==> src/rtl/regfile_sb_if.sv <==
// Register-file bus: two write ports, issue strobe, NRD read ports and the pending vector.
interface regfile_sb_if #(
    parameter int DWIDTH = 32,
    parameter int NREGS  = 32,
    parameter int NRD    = 2
);
    localparam int AW = $clog2(NREGS);

    logic                  WEN0;
    logic [AW-1:0]         wsel0;
    logic [DWIDTH-1:0]     wdat0;
    logic                  WEN1;
    logic [AW-1:0]         wsel1;
    logic [DWIDTH-1:0]     wdat1;
    logic                  iss;
    logic [AW-1:0]         isel;
    logic [NRD*AW-1:0]     rsel;
    logic [NRD*DWIDTH-1:0] rdat;
    logic [NRD-1:0]        rbusy;
    logic [NREGS-1:0]      pend;

    modport master (
        output WEN0, wsel0, wdat0, WEN1, wsel1, wdat1, iss, isel, rsel,
        input  rdat, rbusy, pend
    );

    modport slave (
        input  WEN0, wsel0, wdat0, WEN1, wsel1, wdat1, iss, isel, rsel,
        output rdat, rbusy, pend
    );
endinterface

==> src/rtl/regfile_sb.sv <==
// Two-write, NRD-read register file with a per-register pending scoreboard.
// Register 0 is hard-wired to zero and can never be pending.
module regfile_sb_rdport #(
    parameter int DWIDTH = 32,
    parameter int NREGS  = 32,
    parameter int BYPASS = 1,
    localparam int AW    = $clog2(NREGS)
) (
    input  logic                          i_rst_n,
    input  logic [NREGS-1:0][DWIDTH-1:0]  i_regs,
    input  logic [NREGS-1:0]              i_pend,
    input  logic [AW-1:0]                 i_rsel,
    input  logic                          i_we0,
    input  logic [AW-1:0]                 i_wsel0,
    input  logic [DWIDTH-1:0]             i_wdat0,
    input  logic                          i_we1,
    input  logic [AW-1:0]                 i_wsel1,
    input  logic [DWIDTH-1:0]             i_wdat1,
    input  logic                          i_iss,
    input  logic [AW-1:0]                 i_isel,
    output logic [DWIDTH-1:0]             o_rdat,
    output logic                          o_rbusy
);
    logic w_hit0, w_hit1, w_iss_hit;

    always_comb begin
        w_hit0    = i_we0 && (i_wsel0 == i_rsel);
        w_hit1    = i_we1 && (i_wsel1 == i_rsel);
        w_iss_hit = i_iss && (i_isel == i_rsel);
        o_rdat    = i_regs[i_rsel];
        o_rbusy   = i_pend[i_rsel];
        if (BYPASS != 0) begin
            if (w_hit1)      o_rdat = i_wdat1;
            else if (w_hit0) o_rdat = i_wdat0;
            // A completing write frees the register unless a new producer issues to it now.
            if ((w_hit0 || w_hit1) && !w_iss_hit) o_rbusy = 1'b0;
        end
        if (!i_rst_n) begin
            o_rdat  = '0;
            o_rbusy = 1'b0;
        end
    end
endmodule

module regfile_sb #(
    parameter int DWIDTH = 32,
    parameter int NREGS  = 32,
    parameter int NRD    = 2,
    parameter int BYPASS = 1
) (
    input  logic         CLK,
    input  logic         nRST,
    regfile_sb_if.slave  bus
);
    localparam int AW = $clog2(NREGS);

    logic [NREGS-1:0][DWIDTH-1:0] r_regs;
    logic [NREGS-1:0]             r_pend;
    logic [NREGS-1:0]             w_pend_nxt;
    logic                         w_we0, w_we1, w_iss;
    logic [NRD-1:0][DWIDTH-1:0]   w_rdat;
    logic [NRD-1:0]               w_rbusy;

    // Writes and issues to register 0 are dropped here, so every consumer sees them as no-ops.
    assign w_we0 = bus.WEN0 && (bus.wsel0 != '0);
    assign w_we1 = bus.WEN1 && (bus.wsel1 != '0);
    assign w_iss = bus.iss  && (bus.isel  != '0);

    always_comb begin
        w_pend_nxt = r_pend;
        if (w_we0) w_pend_nxt[bus.wsel0] = 1'b0;
        if (w_we1) w_pend_nxt[bus.wsel1] = 1'b0;
        if (w_iss) w_pend_nxt[bus.isel]  = 1'b1;
        w_pend_nxt[0] = 1'b0;
    end

    always_ff @(posedge CLK or negedge nRST) begin
        if (!nRST) begin
            r_regs <= '0;
            r_pend <= '0;
        end else begin
            if (w_we0) r_regs[bus.wsel0] <= bus.wdat0;
            if (w_we1) r_regs[bus.wsel1] <= bus.wdat1;
            r_pend <= w_pend_nxt;
        end
    end

    genvar k;
    generate
        for (k = 0; k < NRD; k++) begin : g_rd
            regfile_sb_rdport #(
                .DWIDTH (DWIDTH),
                .NREGS  (NREGS),
                .BYPASS (BYPASS)
            ) u_rd (
                .i_rst_n (nRST),
                .i_regs  (r_regs),
                .i_pend  (r_pend),
                .i_rsel  (bus.rsel[k*AW +: AW]),
                .i_we0   (w_we0),
                .i_wsel0 (bus.wsel0),
                .i_wdat0 (bus.wdat0),
                .i_we1   (w_we1),
                .i_wsel1 (bus.wsel1),
                .i_wdat1 (bus.wdat1),
                .i_iss   (w_iss),
                .i_isel  (bus.isel),
                .o_rdat  (w_rdat[k]),
                .o_rbusy (w_rbusy[k])
            );
        end
    endgenerate

    assign bus.rdat  = w_rdat;
    assign bus.rbusy = w_rbusy;
    assign bus.pend  = r_pend;
endmodule

==> src/flat_wrapper.sv <==
// flat-port wrapper written by rule: the top's interface ports become plain ports
module regfile_sb_flat 
#(
    parameter int DWIDTH = 32,
    parameter int NREGS  = 32,
    parameter int NRD    = 2,
    parameter int BYPASS = 1
)
  (CLK, nRST, bus_WEN0, bus_wsel0, bus_wdat0, bus_WEN1, bus_wsel1, bus_wdat1, bus_iss, bus_isel, bus_rsel, bus_rdat, bus_rbusy, bus_pend);
  regfile_sb_if #(.DWIDTH(DWIDTH), .NREGS(NREGS), .NRD(NRD)) bus_i ();
  input  logic CLK;
  input  logic nRST;
  input wire logic [$bits(bus_i.WEN0)-1:0] bus_WEN0;
  input wire logic [$bits(bus_i.wsel0)-1:0] bus_wsel0;
  input wire logic [$bits(bus_i.wdat0)-1:0] bus_wdat0;
  input wire logic [$bits(bus_i.WEN1)-1:0] bus_WEN1;
  input wire logic [$bits(bus_i.wsel1)-1:0] bus_wsel1;
  input wire logic [$bits(bus_i.wdat1)-1:0] bus_wdat1;
  input wire logic [$bits(bus_i.iss)-1:0] bus_iss;
  input wire logic [$bits(bus_i.isel)-1:0] bus_isel;
  input wire logic [$bits(bus_i.rsel)-1:0] bus_rsel;
  output wire logic [$bits(bus_i.rdat)-1:0] bus_rdat;
  output wire logic [$bits(bus_i.rbusy)-1:0] bus_rbusy;
  output wire logic [$bits(bus_i.pend)-1:0] bus_pend;
  assign bus_i.WEN0 = bus_WEN0;
  assign bus_i.wsel0 = bus_wsel0;
  assign bus_i.wdat0 = bus_wdat0;
  assign bus_i.WEN1 = bus_WEN1;
  assign bus_i.wsel1 = bus_wsel1;
  assign bus_i.wdat1 = bus_wdat1;
  assign bus_i.iss = bus_iss;
  assign bus_i.isel = bus_isel;
  assign bus_i.rsel = bus_rsel;
  assign bus_rdat = bus_i.rdat;
  assign bus_rbusy = bus_i.rbusy;
  assign bus_pend = bus_i.pend;
  regfile_sb #(.DWIDTH(DWIDTH), .NREGS(NREGS), .NRD(NRD), .BYPASS(BYPASS)) u_core (.CLK(CLK), .nRST(nRST), .bus(bus_i));
endmodule
==> config.mk <==
export PLATFORM = sky130hd
export DESIGN_NAME = regfile_sb_flat
export DESIGN_NICKNAME = d
export VERILOG_FILES = /design/src/rtl/regfile_sb_if.sv /design/src/rtl/regfile_sb.sv /design/src/flat_wrapper.sv
export SDC_FILE = /design/constraint.sdc
export NUM_CORES = 2
export LEC_CHECK = 0
export BUFFER_PORTS_ARGS = -buffer_cell sky130_fd_sc_hd__buf_2
export CORE_UTILIZATION = 55
export CTS_CLUSTER_SIZE = 16
export DETAILED_ROUTE_END_ITERATION = 16
export PLACE_DENSITY = 0.72
export SYNTH_ARGS = -nofsm -noshare
export SYNTH_HDL_FRONTEND = slang
export SYNTH_SLANG_ARGS = --single-unit
==> constraint.sdc <==
create_clock -name CLK -period 5.48 [get_ports CLK]
set_input_delay 0.822 -clock CLK [delete_from_list [all_inputs] [get_ports CLK]]
set_output_delay 0.822 -clock CLK [all_outputs]
set_load 0.01 [all_outputs]
### Word-level counts from Yosys, hierarchy flattened

Index checks and enable logic that the tools add are counted.

| word-level totals | value |
|---|---|
| register bits | 1055 |
| input port bits | 94 |
| output and inout bits | 98 |
| word-level logic and storage cells | 108 |

| cells by class | value |
|---|---|
| order comparisons | 8 |
| equality and inequality tests | 6 |
| mux-type cells | 35 |
| bitwise logic cells | 5 |
| reductions and logical operators | 21 |

Operators by type and width:

| operator | count |
|---|---|
| 1024-bit bitwise mux | 2 |
| 1024-bit two-way mux | 2 |
| 32-bit two-way mux | 13 |
| 32-bit binary-select mux with 5-bit select | 2 |
| 32-bit demux with 5-bit select | 2 |
| 32-bit AND | 2 |
| 32-bit NOT | 2 |
| 32-bit OR | 1 |
| 5-bit equality test | 6 |
| 5-bit by 6-bit less-than comparator with 1-bit output, second input constant | 5 |
| 1-bit demux with 5-bit select | 3 |
| 5-bit by 1-bit >= comparator with 1-bit output, second input constant | 3 |
| 5-bit nonzero test | 3 |
| 1-bit logical AND | 14 |
| 1-bit binary-select mux with 5-bit select | 2 |
| 1-bit two-way mux | 9 |
| 1-bit logical NOT | 2 |
| 1-bit logical OR | 2 |

### Depth between registers and ports, before layout

| depth | value |
|---|---|
| depth in word-level cells | 11 |
| depth in mapped cells | 11 |
| gate-level depth less buffers | 6 |

### By module

Synthesis repeated with hierarchy kept, for this count alone.

| unflattened totals | value |
|---|---|
| cells, all modules | 7770 |
| area total of the unflattened synthesis | 71987.8 um^2 |

By module, submodules not included:

| module | instances | cells an instance | area an instance (um^2) | sequential area each (um^2) |
|---|---|---|---|---|
| regfile_sb | 1 | 6298 | 53114.7 | 26400.3 |
| regfile_sb_rdport | 2 | 736 | 9436.6 | 0.0 |

### Worst setup path before layout

No wires, ideal clock.

| timing | value |
|---|---|
| path type | input-to-output |
| start | input port bus_rsel[5] |
| end | output port bus_rbusy[1] |
| arrival time | 2.533 ns |
| required time | 4.658 ns |
| slack | 2.125 ns |
| stages on the path | 8 |
| buffers on the path | 4 |
| cells stage by stage | buf_6 -> buf_6 -> buf_6 -> mux4_2 -> mux4_2 -> mux2i_1 -> nor3_1 -> buf_4 |

| between the ends | value |
|---|---|
| word-level cells in the longest chain between the ends | 6 |
| elaborated cells between the ends (all ways) | 13 |
| classes of those cells | eq/ne: 3; mux: 4; reduce/logical: 6 |

Ends and longest elaborated chain:

| element | line | source |
|---|---|---|
| from (decl) | flat_wrapper.sv:21 | `input wire logic [$bits(bus_i.rsel)-1:0] bus_rsel;` |
| branches (longest 4 deep; another with 1-bit binary-select mux with 5-bit select) | n/a |  |
| 1-bit two-way mux (*) | regfile_sb.sv:36 | `if ((w_hit0 \|\| w_hit1) && !w_iss_hit) o_rbusy = 1'b0;` |
| 1-bit two-way mux (*) | regfile_sb.sv:38 | `if (!i_rst_n) begin` |
| to (decl) | flat_wrapper.sv:23 | `output wire logic [$bits(bus_i.rbusy)-1:0] bus_rbusy;` |

Mark *: on every way between the ends. The select of a mux whose other input is x is not followed.

### Worst setup path after layout

| timing | value |
|---|---|
| start | input port bus_rsel[2] |
| end | output port bus_rdat[13] |

| between the ends | value |
|---|---|
| word-level cells in the longest chain between the ends | 5 |
| elaborated cells between the ends (all ways) | 9 |
| classes of those cells | eq/ne: 2; mux: 5; reduce/logical: 2 |

Ends and longest elaborated chain:

| element | line | source |
|---|---|---|
| 32-bit binary-select mux with 5-bit select or 5-bit equality test (tied branches) | regfile_sb.sv:30, regfile_sb.sv:27 |  |
| 32-bit two-way mux (implied by the code) or 1-bit logical AND (tied branches) | regfile_sb.sv:30, regfile_sb.sv:27 |  |
| 32-bit two-way mux | regfile_sb.sv:34 | `else if (w_hit0) o_rdat = i_wdat0;` |
| 32-bit two-way mux (*) | regfile_sb.sv:33 | `if (w_hit1) o_rdat = i_wdat1;` |
| 32-bit two-way mux (*) | regfile_sb.sv:38 |  |
| to (decl) | flat_wrapper.sv:22 | `output wire logic [$bits(bus_i.rdat)-1:0] bus_rdat;` |

Mark *: on every way between the ends. The rest lies on a longest branch, timed or not. The select of a mux whose other input is x is not followed.

==> out/metrics.yaml <==
synthesis:
  syn_inst: 6293
  synthFlopType: "dfrtp_1"
  synth.area.top_cells: "dfrtp_1, mux4_2, mux2i_1, a21oi_1, o21ai_0"
  yosysUniqueCellTypes: 62
  synth_edf_count: 0
  async_flop_share: 1.00
  yosysSeqAreaShare: 0.397
  yosys.area.top_type_share: 0.397
  mappedNetlistArea_sq_um: 66500
  synth_top_area_cell: "dfrtp_1"
  yosys_warnings: 0
  avgSynthCellArea_sq_um: 10.6
  synthesis.nets: 6387
  ys_ff_latch: 1055
status:
  status: "completed"
place:
  gp_congestion: 0.963
  dp.final_hpwl_microns: 143000
  numPortBuffers: 190
  pre_cts_ws_ps: 793
clocking:
  cts_resized: 0
  cts_setup_buffers: 0
  root_buffer: "clkbuf_16"
  cts_num_sinks: 1055
  cts_htree_levels: 3
  path_clk_slew_ps: 60
  clkLatencyLatePin_ps: 750
  clockBufferDepth: 3
  cts_tree: "yes"
  numCtsBuffers: 115
  postCtsHoldBufs: 0
global_routing:
  use_met3: 0.162
  grt_util_all_layers: 0.420
  grtUsageMet2: 0.579
  grt_util_met1: 0.548
  grt.busiest_layer: "met2"
  antenna_found_initial: 21
  overflow: 0
  grt_pass1_vias: 53300
  grt_max_degree: 138
  grt_pass1_wl_microns: 371000
timing:
  fmax_mhz: 203
  fin_ws_ps: 558
  setup_tns_ps: 0
  rsz0062_at_grt: "no"
  finalCriticalPeriod_ps: 4920
  worst_pin_slew_ps: 1370
  finalSetupViolations: 0
  fin_crit_sh: 0.898
  slew_viol_final: 0
  relSlewSlack: 0.0868
  final.setup_skew_ps: 0
  hold_viol_final: 0
power:
  p_leak_nw: 31.5
  vdd_ir_drop_max_uv: 318
  p_per_area_nw_per_um2: 371
floorplan:
  core-area_sq_um: 120000
  start_util: 0.555
  die_h_microns: 350
  dieArea_sq_um: 122000
  num_rows: 127
  ios: 192
  fp.dieW_microns: 350
worst_setup_path:
  cp.arrival_ps: 4100
  reg2regPathDepth: 2
  cp-start-kind: "input port"
  worstPathMaxFanout: 23
  worst_r2r_endpoint: "u_core.bus.pend[8]$_DFF_PN0_"
  r2r_slack_ps: 3970
  worstPathRequired_ps: 4660
  r2r-start: "u_core.bus.pend[8]$_DFF_PN0_"
  worstSetupPathType: "in -> out"
  cp-end-kind: "output port"
drt:
  dr.pass1.iters: 8
  drt_iter0_markers: 9941
  drt_wl_total_microns: 258000
  wl_per_cell_microns: 33.8
  via_per_inst: 7.27
  vias: 55400
  remaining_drc_errors: 0
  postRouteAntennaNets: 0
min_path:
  min_path_type: "in -> async"
cells_and_area:
  area_delta_synth_final_pct: 8.07
  layout-drive-gt1-share: 0.189
  fillers: 9550
  fin_nets: 5998
job:
  max-cap-violations: 0
## state kept, by name, indices dropped and copies added, names as in the netlist
name,flops
u_core.r_regs,1024
u_core.bus.pend,31
## cell usage in the layout, fill, tap and decap left out, types with 29 or more instances in the layout
cell and n:
a22oi_1 80, nor2_1 548, nor4_1 29, buf_4 95, a21oi_1 596, nand2_1 581
clkbuf_8 34, mux4_2 524, o21ai_0 512, dfrtp_1 1055, clkbuf_16 121, mux2i_1 1147
buf_2 183, buf_12 35, o22ai_1 105
## how the worst max path moves through the flow
stage,cells past startpoint,startpoint,slack (ps),to
final,8,bus_rsel[2],560,bus_rdat[13]
after global routing,8,bus_rsel[5],610,bus_rdat[40]
after CTS,8,bus_rsel[5],790,bus_rdat[40]
after detailed placement,8,bus_rsel[5],790,bus_rdat[40]
after global placement,8,bus_rsel[2],800,bus_rdat[13]
after floorplan,8,bus_rsel[5],2130,bus_rbusy[1]
## power by group
group | internal (W) | switching (W)
sequential | 0.00981 | 0.00172
combinational | 0.00351 | 0.00307
clock | 0.00511 | 0.00346
total | 0.0184 | 0.00825
## worst max-delay path, stage by stage
cell	delay, ps
buf_4	430
xor2_1	140
nor3_1	190
and4_1	480
and2_2	960
a22oi_1	170
o221ai_1	580
buf_2	260
## per-stage QoR
step | power, W | cell area [sq um] | util | hold WS [ps] | instances
final | 0.0267 | 71900 | 0.599 | 48.8 | 7626
after global routing | 0.0276 | 71900 | 0.599 | 109 | 7615
after CTS | 0.0264 | 71900 | 0.599 | 77.6 | 7611
after detailed placement | 0.0180 | 67700 | 0.565 | 385 | 7399
after global placement | 0.0176 | 67700 | 0.565 | 377 | 7399
after floorplan | 0.0159 | 66500 | - | 441 | 6293
## final cells by class
cell class | instances | area [sq um] | area share
multi-input cells | 4382 | 36800 | 0.512
flip-flops and latches | 1055 | 26400 | 0.367
clock buffers | 173 | 3560 | 0.0496
repair buffers | 318 | 2400 | 0.0334
well taps | 1612 | 2020 | 0.0281
clock inverters | 39 | 561 | 0.00780
inverters | 32 | 123 | 0.00171
diodes | 15 | 37.5 | 0.000522
## routing by layer
metal  vias to the layer above  routed length (microns)
met5                         -                      332
met4                        22                    19800
met3                      1179                    41200
met2                      4971                   106000
met1                     27200                    90300
li1                      22100                        -
## cell families after synthesis
family | Yosys count | share of synthesized area
xor+xnor | 30 | 0.00395
compound gates | 1372 | 0.113
buf+inv | 856 | 0.0568
flops | 1055 | 0.397
simple gates | 1306 | 0.0794
other cells | 1 | 0.0000564
mux | 1673 | 0.350
## cells in the mapped netlist, drive strengths merged (2+ instances only)
| master | n |
|---|---|
| or3b | 2 |
| nor3b | 2 |
| nor3 | 10 |
| and4 | 2 |
| o2111ai | 3 |
| and3b | 2 |
| xor2 | 18 |
| a21boi | 2 |
| and3 | 6 |
| dfrtp | 1055 |
| a22oi | 80 |
| nor4 | 30 |
| nand2 | 611 |
| mux2i | 1147 |
| nand3 | 19 |
| clkinv | 20 |
| o221ai | 22 |
| nor2 | 576 |
| clkbuf | 516 |
| nand3b | 7 |
| o22ai | 105 |
| inv | 12 |
| a22o | 8 |
| mux2 | 2 |
| mux4 | 524 |
| nand2b | 7 |
| a32o | 11 |
| and2 | 7 |
| or3 | 6 |
| o211ai | 7 |
| nor2b | 9 |
| nand4 | 5 |
| o21ai | 532 |
| a21oi | 596 |
| buf | 308 |
| xnor2 | 12 |
| or2 | 2 |
| a221oi | 4 |
Note: power is estimated with default switching activity, not from simulation.
